===== config.mk =====
export PLATFORM = sky130hd
export DESIGN_NAME = hazard_ctrl
export DESIGN_NICKNAME = d
export VERILOG_FILES = /design/src/rtl/hazard_pkg.sv /design/src/rtl/hazard_down_counter.sv /design/src/rtl/hazard_ctrl.sv
export SDC_FILE = /design/constraint.sdc
export NUM_CORES = 1
export LEC_CHECK = 0
export ABC_AREA = 1
export CAP_MARGIN = 30
export CORE_MARGIN = 2
export CORE_UTILIZATION = 51
export DETAILED_ROUTE_END_ITERATION = 7
export HOLD_SLACK_MARGIN = 0.08
export PLACE_DENSITY = 0.82
export SLEW_MARGIN = 20
export SYNTH_ARGS = -nofsm -noshare
export SYNTH_HDL_FRONTEND = slang
export SYNTH_SLANG_ARGS = --single-unit

===== constraint.sdc =====
create_clock -name clk_i -period 3.1 [get_ports clk_i]
set_input_delay 0.93 -clock clk_i [delete_from_list [all_inputs] [get_ports clk_i]]
set_output_delay 0.93 -clock clk_i [all_outputs]
set_load 0.005 [all_outputs]

===== src/rtl/hazard_pkg.sv =====
`default_nettype none
// ============================================================================
// Module      : hazard_pkg
// Description : Shared types and constants for the pipeline hazard controller.
// Revision    : 1.0 - initial release
// ============================================================================
package hazard_pkg;

    typedef enum logic [0:0] {
        IDLE      = 1'b0,
        LOAD_HOLD = 1'b1
    } hz_state_e;

    localparam int REG_ZERO = 0;

    // Counter width that never collapses to zero bits for tiny maxima.
    function automatic int cnt_width(input int max_val);
        return (max_val < 2) ? 1 : $clog2(max_val);
    endfunction

endpackage
`default_nettype wire


===== src/rtl/hazard_down_counter.sv =====
`default_nettype none
// ============================================================================
// Module      : hazard_down_counter
// Description : Loadable down-counter that stops at zero, with nonzero flag.
// Revision    : 1.0 - initial release
// ============================================================================
module hazard_down_counter #(
    parameter int WIDTH = 4
) (
    input  logic             clk,
    input  logic             rst_n,
    input  logic             i_load,
    input  logic [WIDTH-1:0] i_load_val,
    output logic [WIDTH-1:0] o_count,
    output logic             o_nonzero
);

    logic [WIDTH-1:0] r_count;

    // A load always wins over the decrement.
    always_ff @(posedge clk or negedge rst_n) begin
        if (!rst_n) begin
            r_count <= '0;
        end else if (i_load) begin
            r_count <= i_load_val;
        end else if (r_count != '0) begin
            r_count <= r_count - WIDTH'(1);
        end
    end

    assign o_count   = r_count;
    assign o_nonzero = (r_count != '0);

endmodule
`default_nettype wire


===== src/rtl/hazard_ctrl.sv =====
`default_nettype none
// ============================================================================
// Module      : hazard_ctrl
// Description : Load-use / mul-div stall and branch-flush control for ID stage.
// Revision    : 1.0 - initial release
// ============================================================================
module hazard_ctrl
    import hazard_pkg::*;
#(
    parameter int REG_AW     = 5,
    parameter int NUM_SRC    = 2,
    parameter int LOAD_LAT   = 1,
    parameter int MULDIV_LAT = 4,
    parameter int CNT_W      = 16
) (
    input  logic                      clk_i,
    input  logic                      rst_n_i,
    input  logic                      ID_EX_MemRead_i,
    input  logic [REG_AW-1:0]         ID_EX_Rt_i,
    input  logic [NUM_SRC*REG_AW-1:0] IF_ID_Src_i,
    input  logic [NUM_SRC-1:0]        IF_ID_SrcValid_i,
    input  logic                      ID_UsesMd_i,
    input  logic                      EX_MdStart_i,
    input  logic                      Branch_Taken_i,
    output logic                      PCWrite_o,
    output logic                      IF_IDWrite_o,
    output logic                      ID_EX_Bubble_o,
    output logic                      IF_ID_Flush_o,
    output logic                      Md_Busy_o,
    output logic [CNT_W-1:0]          Stall_Cnt_o
);

    localparam int c_LD_W = cnt_width(LOAD_LAT);
    localparam int c_MD_W = cnt_width(MULDIV_LAT + 1);

    hz_state_e          r_state;
    hz_state_e          w_state_nxt;
    logic [NUM_SRC-1:0] w_src_match;
    logic               w_lu_hit;
    logic               w_ld_load;
    logic [c_LD_W-1:0]  w_ld_cnt;
    logic               w_ld_nz;
    logic [c_MD_W-1:0]  w_md_cnt_unused;
    logic               w_md_nz;
    logic               w_hold;
    logic               w_stall;
    logic [CNT_W-1:0]   r_stall_cnt;

    for (genvar k = 0; k < NUM_SRC; k++) begin : g_src
        assign w_src_match[k] = IF_ID_SrcValid_i[k] &&
                                (IF_ID_Src_i[k*REG_AW +: REG_AW] == ID_EX_Rt_i);
    end

    assign w_lu_hit = ID_EX_MemRead_i && (ID_EX_Rt_i != REG_AW'(REG_ZERO)) && (|w_src_match);

    hazard_down_counter #(.WIDTH(c_LD_W)) u_ld_cnt (
        .clk        (clk_i),
        .rst_n      (rst_n_i),
        .i_load     (w_ld_load),
        .i_load_val (c_LD_W'(LOAD_LAT - 1)),
        .o_count    (w_ld_cnt),
        .o_nonzero  (w_ld_nz)
    );

    hazard_down_counter #(.WIDTH(c_MD_W)) u_md_cnt (
        .clk        (clk_i),
        .rst_n      (rst_n_i),
        .i_load     (EX_MdStart_i),
        .i_load_val (c_MD_W'(MULDIV_LAT)),
        .o_count    (w_md_cnt_unused),
        .o_nonzero  (w_md_nz)
    );

    always_ff @(posedge clk_i or negedge rst_n_i) begin
        if (!rst_n_i) begin
            r_state <= IDLE;
        end else begin
            r_state <= w_state_nxt;
        end
    end

    // The hit cycle itself is the first bubble; LOAD_HOLD supplies the rest.
    always_comb begin
        w_state_nxt = r_state;
        w_ld_load   = 1'b0;
        w_hold      = (r_state == LOAD_HOLD) && w_ld_nz;
        case (r_state)
            IDLE: begin
                if (w_lu_hit && (LOAD_LAT > 1)) begin
                    w_state_nxt = LOAD_HOLD;
                    w_ld_load   = 1'b1;
                end
            end
            LOAD_HOLD: begin
                if (w_ld_cnt == c_LD_W'(1)) begin
                    w_state_nxt = IDLE;
                end
            end
            default: w_state_nxt = IDLE;
        endcase
        w_stall = rst_n_i && (((r_state == IDLE) && w_lu_hit) || w_hold ||
                              (w_md_nz && ID_UsesMd_i));
    end

    always_ff @(posedge clk_i or negedge rst_n_i) begin
        if (!rst_n_i) begin
            r_stall_cnt <= '0;
        end else if (w_stall && (r_stall_cnt != '1)) begin
            r_stall_cnt <= r_stall_cnt + CNT_W'(1);
        end
    end

    assign PCWrite_o      = ~w_stall;
    assign IF_IDWrite_o   = ~w_stall;
    assign ID_EX_Bubble_o = w_stall;
    // A branch seen under stall has stale operands, so it must not flush.
    assign IF_ID_Flush_o  = rst_n_i && Branch_Taken_i && !w_stall;
    assign Md_Busy_o      = w_md_nz;
    assign Stall_Cnt_o    = r_stall_cnt;

endmodule
`default_nettype wire


=== After elaboration in Yosys (flattened, before gate mapping) ===
Cells that the tools add are included.
W data, S select, Z words.

* Bitwise logic cells: 2
* Muxes and demuxes: 5
* Reductions and logical operators: 18
* Add/sub/neg operators: 3
* Eq/ne operators: 3

{| class="wikitable"
|+ Operators with widths
! kind !! count
|-
| $add A16 B1 Y16 const B || 1
|-
| $ne A16 B16 Y1 const B || 1
|-
| $logic_and A1 B1 Y1 || 11
|-
| $eq A5 B5 Y1 || 2
|-
| $mux W3 || 2
|-
| $reduce_bool A5 Y1 || 1
|-
| $mux W1 || 3
|-
| $reduce_bool A3 Y1 || 1
|-
| $sub A3 B1 Y3 const B || 1
|-
| $logic_or A1 B1 Y1 || 2
|-
| $not A1 Y1 || 2
|-
| $reduce_bool A2 Y1 || 1
|-
| $reduce_or A2 Y1 || 1
|-
| $logic_not A1 Y1 || 1
|-
| $sub A1 B1 Y1 const B || 1
|}

* Logic and storage cells: 35
* Input port bits: 23
* Register bits: 21
* Output and inout port bits: 21

=== Depth between registers and ports, before layout ===
* Depth in word-level cells: 10
* Gate-level depth with buffers: 12
* Depth with buffers taken out: 11

=== By module ===
A second synthesis with hierarchy kept.

* Cell total of the unflattened synthesis: 239
* Area total of the unflattened synthesis: 1624.1 µm²

{| class="wikitable"
|+ By module, submodules not included
! module !! cells an instance !! times used !! area an instance (µm²)
|-
| hazard_ctrl || 206 || 1 || 1383.8
|-
| hazard_down_counter (u_md_cnt) || 29 || 1 || 200.2
|-
| hazard_down_counter (u_ld_cnt) || 4 || 1 || 40.0
|}

=== Least setup slack after synthesis ===
OpenSTA, ideal clock, no wires.

* Path type: input -> output
* From: in IF_ID_Src_i[0]
* To: out PCWrite_o
* Cell stages on the path: 11
* Path slack: 405 ps
* Arrival: 1765 ps
* Cell sequence: inv_1 nand2_1 nand2_1 nor2_1 nand3_1 nand2_1 nand2_2 nand2_8 buf_6 nand2_2 buf_4

* Word-level cells in the longest chain between the ends: 9

{| class="wikitable"
|+ RTL lines
! element !! line !! text
|-
| start, declared || hazard_ctrl.sv:20 || <nowiki>input logic [NUM_SRC*REG_AW-1:0] IF_ID_Src_i,</nowiki>
|-
| $eq A5 B5 Y1 || hazard_ctrl.sv:51 || <nowiki>(IF_ID_Src_i[k*REG_AW +: REG_AW] == ID_EX_Rt_i);</nowiki>
|-
| $logic_and A1 B1 Y1 || hazard_ctrl.sv:50 || <nowiki>assign w_src_match[k] = IF_ID_SrcValid_i[k] &&</nowiki>
|-
| $reduce_or A2 Y1 || hazard_ctrl.sv:54 || <nowiki>assign w_lu_hit = ID_EX_MemRead_i && (ID_EX_Rt_i != REG_AW'(REG_ZERO)) && (|w_src_match);</nowiki>
|-
| $logic_and A1 B1 Y1 || hazard_ctrl.sv:54 ||
|-
| $logic_and A1 B1 Y1 || hazard_ctrl.sv:101 || <nowiki>w_stall = rst_n_i && (((r_state == IDLE) && w_lu_hit) || w_hold ||</nowiki>
|-
| $logic_or A1 B1 Y1 (2 in series) || hazard_ctrl.sv:101 ||
|-
| $logic_and A1 B1 Y1 || hazard_ctrl.sv:101 ||
|-
| $not A1 Y1 || -- ||
|-
| end, declared || hazard_ctrl.sv:25 || <nowiki>output logic PCWrite_o,</nowiki>
|}

Every way passes these cells.

=== Final worst setup path ===
* From: in IF_ID_SrcValid_i[1]
* To: out ID_EX_Bubble_o

* Word-level cells in the longest chain between the ends: 7

{| class="wikitable"
|+ RTL lines
! element !! line !! text
|-
| start, declared || hazard_ctrl.sv:21 || <nowiki>input logic [NUM_SRC-1:0] IF_ID_SrcValid_i,</nowiki>
|-
| $logic_and A1 B1 Y1 || hazard_ctrl.sv:50 ||
|-
| $reduce_or A2 Y1 || hazard_ctrl.sv:54 ||
|-
| $logic_and A1 B1 Y1 || hazard_ctrl.sv:54 ||
|-
| $logic_and A1 B1 Y1 || hazard_ctrl.sv:101 ||
|-
| $logic_or A1 B1 Y1 (2 in series) || hazard_ctrl.sv:101 ||
|-
| $logic_and A1 B1 Y1 || hazard_ctrl.sv:101 ||
|-
| end, declared || hazard_ctrl.sv:27 || <nowiki>output logic ID_EX_Bubble_o,</nowiki>
|}

Every way passes these cells.

==> summary by stage <==
Synthesis
The area share of the largest cell type after synthesis is 0.3169. The fraction of registers with async set or reset after synthesis is 1.000. After synthesis, the netlist uses 25 different library cells. The share of the Yosys chip area taken by registers is 0.3169. The library cell with the largest summed area after synthesis is dfrtp_1.

In the synthesized netlist, the number of instances is 222. The compound-gate portion of the synthesized area came to 0.01334. Of the total synthesized cell area, the portion taken by AND, OR, NAND and NOR gates is 0.4646.

Of the post-synthesis cell area, the part taken by muxes is 0. The synthesized design contains 0 enable-type register cells. Of the total synthesized cell area, the portion taken by full adders, half adders and majority gates is 0.02502. In the synthesized netlist the dominant register cell turns out to be dfrtp_1.

The combined area of all synthesized cells is 1500 um^2. The Yosys warning count is 0. The average footprint of a synthesized cell is 6.758 um^2.

By area, the combinational part of the netlist is dominated by simple AND/OR/NAND/NOR gates. The most common cell in the synthesized netlist is nand2_1. The total of flip-flops plus latches after synthesis is 19. Synthesis produced a netlist with a net count of 248. By count the netlist is led by 80 x nand2_1, 30 x inv_1, 19 x dfrtp_1, 19 x nor2_1, 17 x nand4_1. The synthesized-area fraction occupied by xor and xnor cells is 0.04671.

Sorting the synthesized cells by area gives the leading types as dfrtp_1 32%, nand2_1 20%, inv_1 7.5%.

Route
The via count normalized by instance count is 5.030. The count of unresolved DRC violations after routing is 0. The per-cell routed wire length is 10.92 um. In this run the remaining antenna-violating nets after routing total 0. The number of violations reported at the end of detailed-routing iteration 0 is 52.

The first detailed-routing pass took 4 iterations. Across all layers, the routed design uses 1494 vias. The sum of routed wire length over all layers is 3244 um.

Layout
The filler cell count in the final layout is 247. The area added between synthesis and finish is 30.69%. The net total in the final layout is 293.

The area used by multi-input combinational logic is 834.6 um^2. The post-route core utilization is 0.7049. Of the cells placed in the final design, the portion with a size suffix greater than 1 is 0.1278. The storage element area is 475.5 um^2.

The antenna diode count is 0.

Placement
The final weighted congestion in routability-driven placement is 0.8195. The number of I/O port buffers is 43. The placed wire-length estimate after detailed placement is 2491 um.

Before CTS, the worst setup slack after placement is -0.4948 ns.

Setup path
For this run, the slowest stage of the critical path takes 0.47 ns. The startpoint of the lowest-slack register-to-register path is Stall_Cnt_o[1]. The launching instance or port of the critical path is IF_ID_SrcValid_i[1]. The endpoint class of the critical path is an output pin. Data on the critical path is required at its endpoint by 2.17 ns. The cell that appears most often on the critical path is nand2_1. Grouping stages by cell kind, the critical path spends the most delay in buffers and inverters. The highest net fanout along the worst path is 3. STA classifies the critical path startpoint as a primary input. The critical path in this run is classified as primary input to output pin.

The slowest stage of the critical path belongs to the cell clkdlybuf4s50_1. The signal on the critical path passes through clkdlybuf4s50_1 -> nand2_1 -> nor2_1 -> nand3_1 -> nand2_1 -> nand2_2 -> nand2_8 -> nand2_4 -> inv_2 -> buf_2. The arrival time at the worst endpoint is 2.05 ns.

The critical path contains buffers and inverters numbering 3 combined.

GRT
For this run, global-route usage on met2 was measured as 0.3685. Across every metal layer, demand over resource in global routing totals 0.2215. The global-route wire length before repair is 5934 um. The number of antenna violations at the first check in global routing is 0. The layer with the highest usage after global routing is met2.

The largest net degree at the start of global routing is 35. The via count of the first global-routing pass is 1422. For this run, global-route usage on met1 was measured as 0.2893. For this run, global-route usage on met3 was measured as 0.04241. The sum of overflow across all layers after global routing is 0.

Clock network
For the worst-skew pair, the clock arrives at the later sink with an insertion delay of 0.30 ns. The clock passes through at most 2 buffers. The clock drives 19 sinks. The number of clock buffers added by TritonCTS is 3. The CTS root buffer is clkbuf_4. The clock tree from TritonCTS is yes.

The clock transition at the registers of the reported paths is 0.10 ns. The number of hold-repair buffers added at the cts stage is 0. The number of H-tree levels is 1.

Floorplan
The die covers 3391 um^2. The total area inside the core boundary comes to 2781 um^2. The number of I/O pins is 44. The height of the die is 58.24 um.

The floorplan step set the die width to 58.24 um. The initialized floorplan defines 19 standard-cell rows. The initial standard-cell utilization of the core is 0.5394.

STA
The count of final hold-check violations came to 0. The final number of setup-violating endpoints is 0. Setup repair after global routing left no endpoint under its margin. Hold timing on the final database bottoms out at a slack of 0.5004 ns. The worst max-slew margin expressed relative to the limit is 0.7450. The setup TNS is 0 ns. The setup clock skew after layout is 0.01362 ns. Derived from the worst setup path, the maximum achievable clock frequency is 0.3350 GHz. The post-route fraction of the period consumed by the critical path is 0.9628. The slew of the pin with the lowest slew margin is 0.3824 ns. Across all setup checks in the final design, the least slack found is 0.1152 ns.

The final max-slew violation count is 0. The minimum clock period is 2.985 ns.

Pwr
Power spread over the standard cell area amounts to 404.0 nW/um^2. The design draws 0.7921 mW. The leakage dissipation is 1.081 nW. VDD sags by at most 399.9 uV.

Status
The flow ran to the end, and the final reports show no timing, DRC or antenna violations.

Hold path
The worst hold path begins at u_md_cnt.o_count[0]. In this run the worst hold path is classified as flop to flop.

Flow run
The number of max-capacitance violations reported is 0.
## power by group
part | internal [mW] | switching [mW]
registers | 0.291 | 0.0483
logic | 0.161 | 0.164
clock network | 0.0501 | 0.0771
## layout make-up
type	instances	share of cell area
tap	31	0.01978
clock buffer	4	0.01340
sequential	19	0.2425
timing repair buffer	47	0.2297
inverter	36	0.06892
multi-input combinational	160	0.4257
## metrics by stage
stage | instances | cell area (um^2)
CTS | 297 | 1933
global route | 297 | 1961
detailed placement | 292 | 1922
floorplan | 222 | 1500
finish | 297 | 1961
global placement | 292 | 1922
## routing by layer
metal	wire, um	vias up
met5	0	-
met4	33	0
met3	143	4
met2	1567	26
met1	1499	683
li1	-	781
## cell usage in the layout, fill, tap and decap left out, drive strengths merged
cell type / synthesis / layout
nand3: 17 / 17
clkdlybuf4s50: 0 / 23
dlymetal6s2s: 0 / 9
a21oi: 1 / 1
nand4: 19 / 19
buf: 7 / 9
dlygate4sd2: 0 / 6
dfrtp: 19 / 19
xnor2: 4 / 4
nand2: 84 / 84
clkinv: 1 / 1
o21ai: 3 / 3
xor2: 4 / 4
ha: 3 / 3
clkbuf: 0 / 4
nor2: 25 / 25
inv: 35 / 35
## what timing repair did
action                     in CTS  in global routing
resized for setup              23                 11
buffers inserted                1                  0
setup endpoints to repair       4                  4
pin swaps                       5                 12
## registers in the layout (all words and copies together) (netlist names)
name              cells
Stall_Cnt_o          16
u_md_cnt.o_count      3
## logic make-up after synthesis
group,after synthesis
simple gates,145
xor+xnor,8
fa+ha+maj,3
buf+inv,43
compound gates,4
flops,19
## final timing paths
path | slack (ns) | cells after the start | endpoint
max | 0.12 | 10 | ID_EX_Bubble_o
min | 0.50 | 1 | u_md_cnt.o_count[0]
max reg2reg | 1.26 | 8 | Stall_Cnt_o[9]
min reg2reg | 0.50 | 1 | u_md_cnt.o_count[0]
max in group asynchronous | 2.10 | 2 | Stall_Cnt_o[9]
min in group asynchronous | 0.60 | 2 | Stall_Cnt_o[12]
Power figures use the tool's default switching activity.
==> RTL change (config.mk and constraints unchanged) <==
`NUM_SRC`: 2 -> 1.
--- a/src/rtl/hazard_ctrl.sv
+++ b/src/rtl/hazard_ctrl.sv
@@ -10,3 +10,3 @@
     parameter int REG_AW     = 5,
-    parameter int NUM_SRC    = 2,
+    parameter int NUM_SRC    = 1,
     parameter int LOAD_LAT   = 1,
Interface: changed (resized IF_ID_SrcValid_i and IF_ID_Src_i); port bits go from 44 to 38. No check against the original RTL was run, so the function may have changed too.
==> RTL change against the original RTL <==
  * Design area down 8.2%
  * Routed wire length increased by 4.0%
  * Worst hold slack improved by 5.2 ps
  * Fmax is 0.29% higher
  * Total power down 1.3%
  * Combinational power fell by 6%
  * Synthesized cell count fell by 11%
  * Worst setup slack improved by 8.7 ps
  * Synthesized area shrank 8.8%
  * Sequential cell count is the same
  * Largest cell class unchanged
  * Largest power group unchanged
  * Highest routed layer unchanged
==> RTL change: results (changes against the original RTL) <==
* Status: finished, final reports clean
* Gp weighted congestion at 0.841 (+2.6%)
* DP Area at 1770 µm² (-8.1%)
* Commonest cells post-synth: nand2_1 (73), inv_1 (23), dfrtp_1 (19)
* Post-Route WL at 3370 µm (+4.0%)
* Area contributors post-synth: dfrtp_1 (35%), nand2_1 (20%), nand4_1 (8.2%)
* First-pass GRT wire length at 5850 µm (-1.4%)
* Post-CTS Resized at 33 (+43%)
* Maximum VDD drop at 0.000378 V (-5.6%)
* Syn_nets at 218 (-12%)
* Critical Path Start: ID_EX_MemRead_i
* Fillers at 221 (-11%)
* Clk_skew at 2.84 ps (-10.8 ps)
* Cells after synthesis at 198 (-11%)
* Sequential fraction of the synthesis area at 34.8% (+3.1 points)
* All-Layer GR Usage at 23.1% (+0.92 points)
* Drt initial violations at 59 (+13%)
* R2r startpoint: Stall_Cnt_o[0]
* Crit Reg-Reg Endpoint: Stall_Cnt_o[6]
* Share of layout cells above drive strength 1 at 11.8% (-1.0 points)
* Post-CTS setup buffers at 2 (+1)
* Leakage at 0.907 nW (-16%)
* Worst-margin pin slew at 273 ps (-110 ps)
* Vias in the first global route at 1405 (-1.2%)
* Largest net degree at the start of global routing at 24 (-31%)
* Post-Synth Adder-Cell Area at 2.74% (+0.24 points)
* Worst-case reg-to-reg path depth at 9 (+1)
* Port buffer count at 37 (-14%)
* Number of cells after detailed placement at 263 (-9.9%)
* Post-DP HPWL at 2540 µm (+2.0%)
* Post-route insts no fill at 268 (-9.8%)
[RTL change: layout make-up]
cell class,instances,area [µm²],share of cell area (%)
flip-flops and latches,19,475,26.4
inverters,23,86.3,4.79
multi-input cells,149,777,43.2
well taps,30,37.5,2.08
clock buffers,4,26.3,1.46
repair buffers,43,398,22.1
[RTL change: metrics by stage]
stage | hold WS (ps) | worst slack (ps) | TNS [ps] | total power [mW]
after floorplan | 453 | 242 | 0 | 0.508
after global placement | 478 | -429 | -1450 | 0.641
after detailed placement | 488 | -460 | -1640 | 0.652
after CTS | 509 | 12.0 | 0 | 0.786
after global routing | 537 | 22.7 | 0 | 0.841
final | 506 | 124 | 0 | 0.781
[RTL change: metal layers]
metal	vias to the layer above	track usage, %	routed length (µm)
li1	712	-	-
met3	4	4.42	219
met4	0	5.92	34
met5	-	0	0
met2	61	43.7	1740
met1	685	26.1	1380
[RTL change: report_power, final]
group          switching (mW)  internal, mW
Clock                  0.0780        0.0500
Combinational           0.150         0.157
Sequential             0.0559         0.290
Total                   0.284         0.497
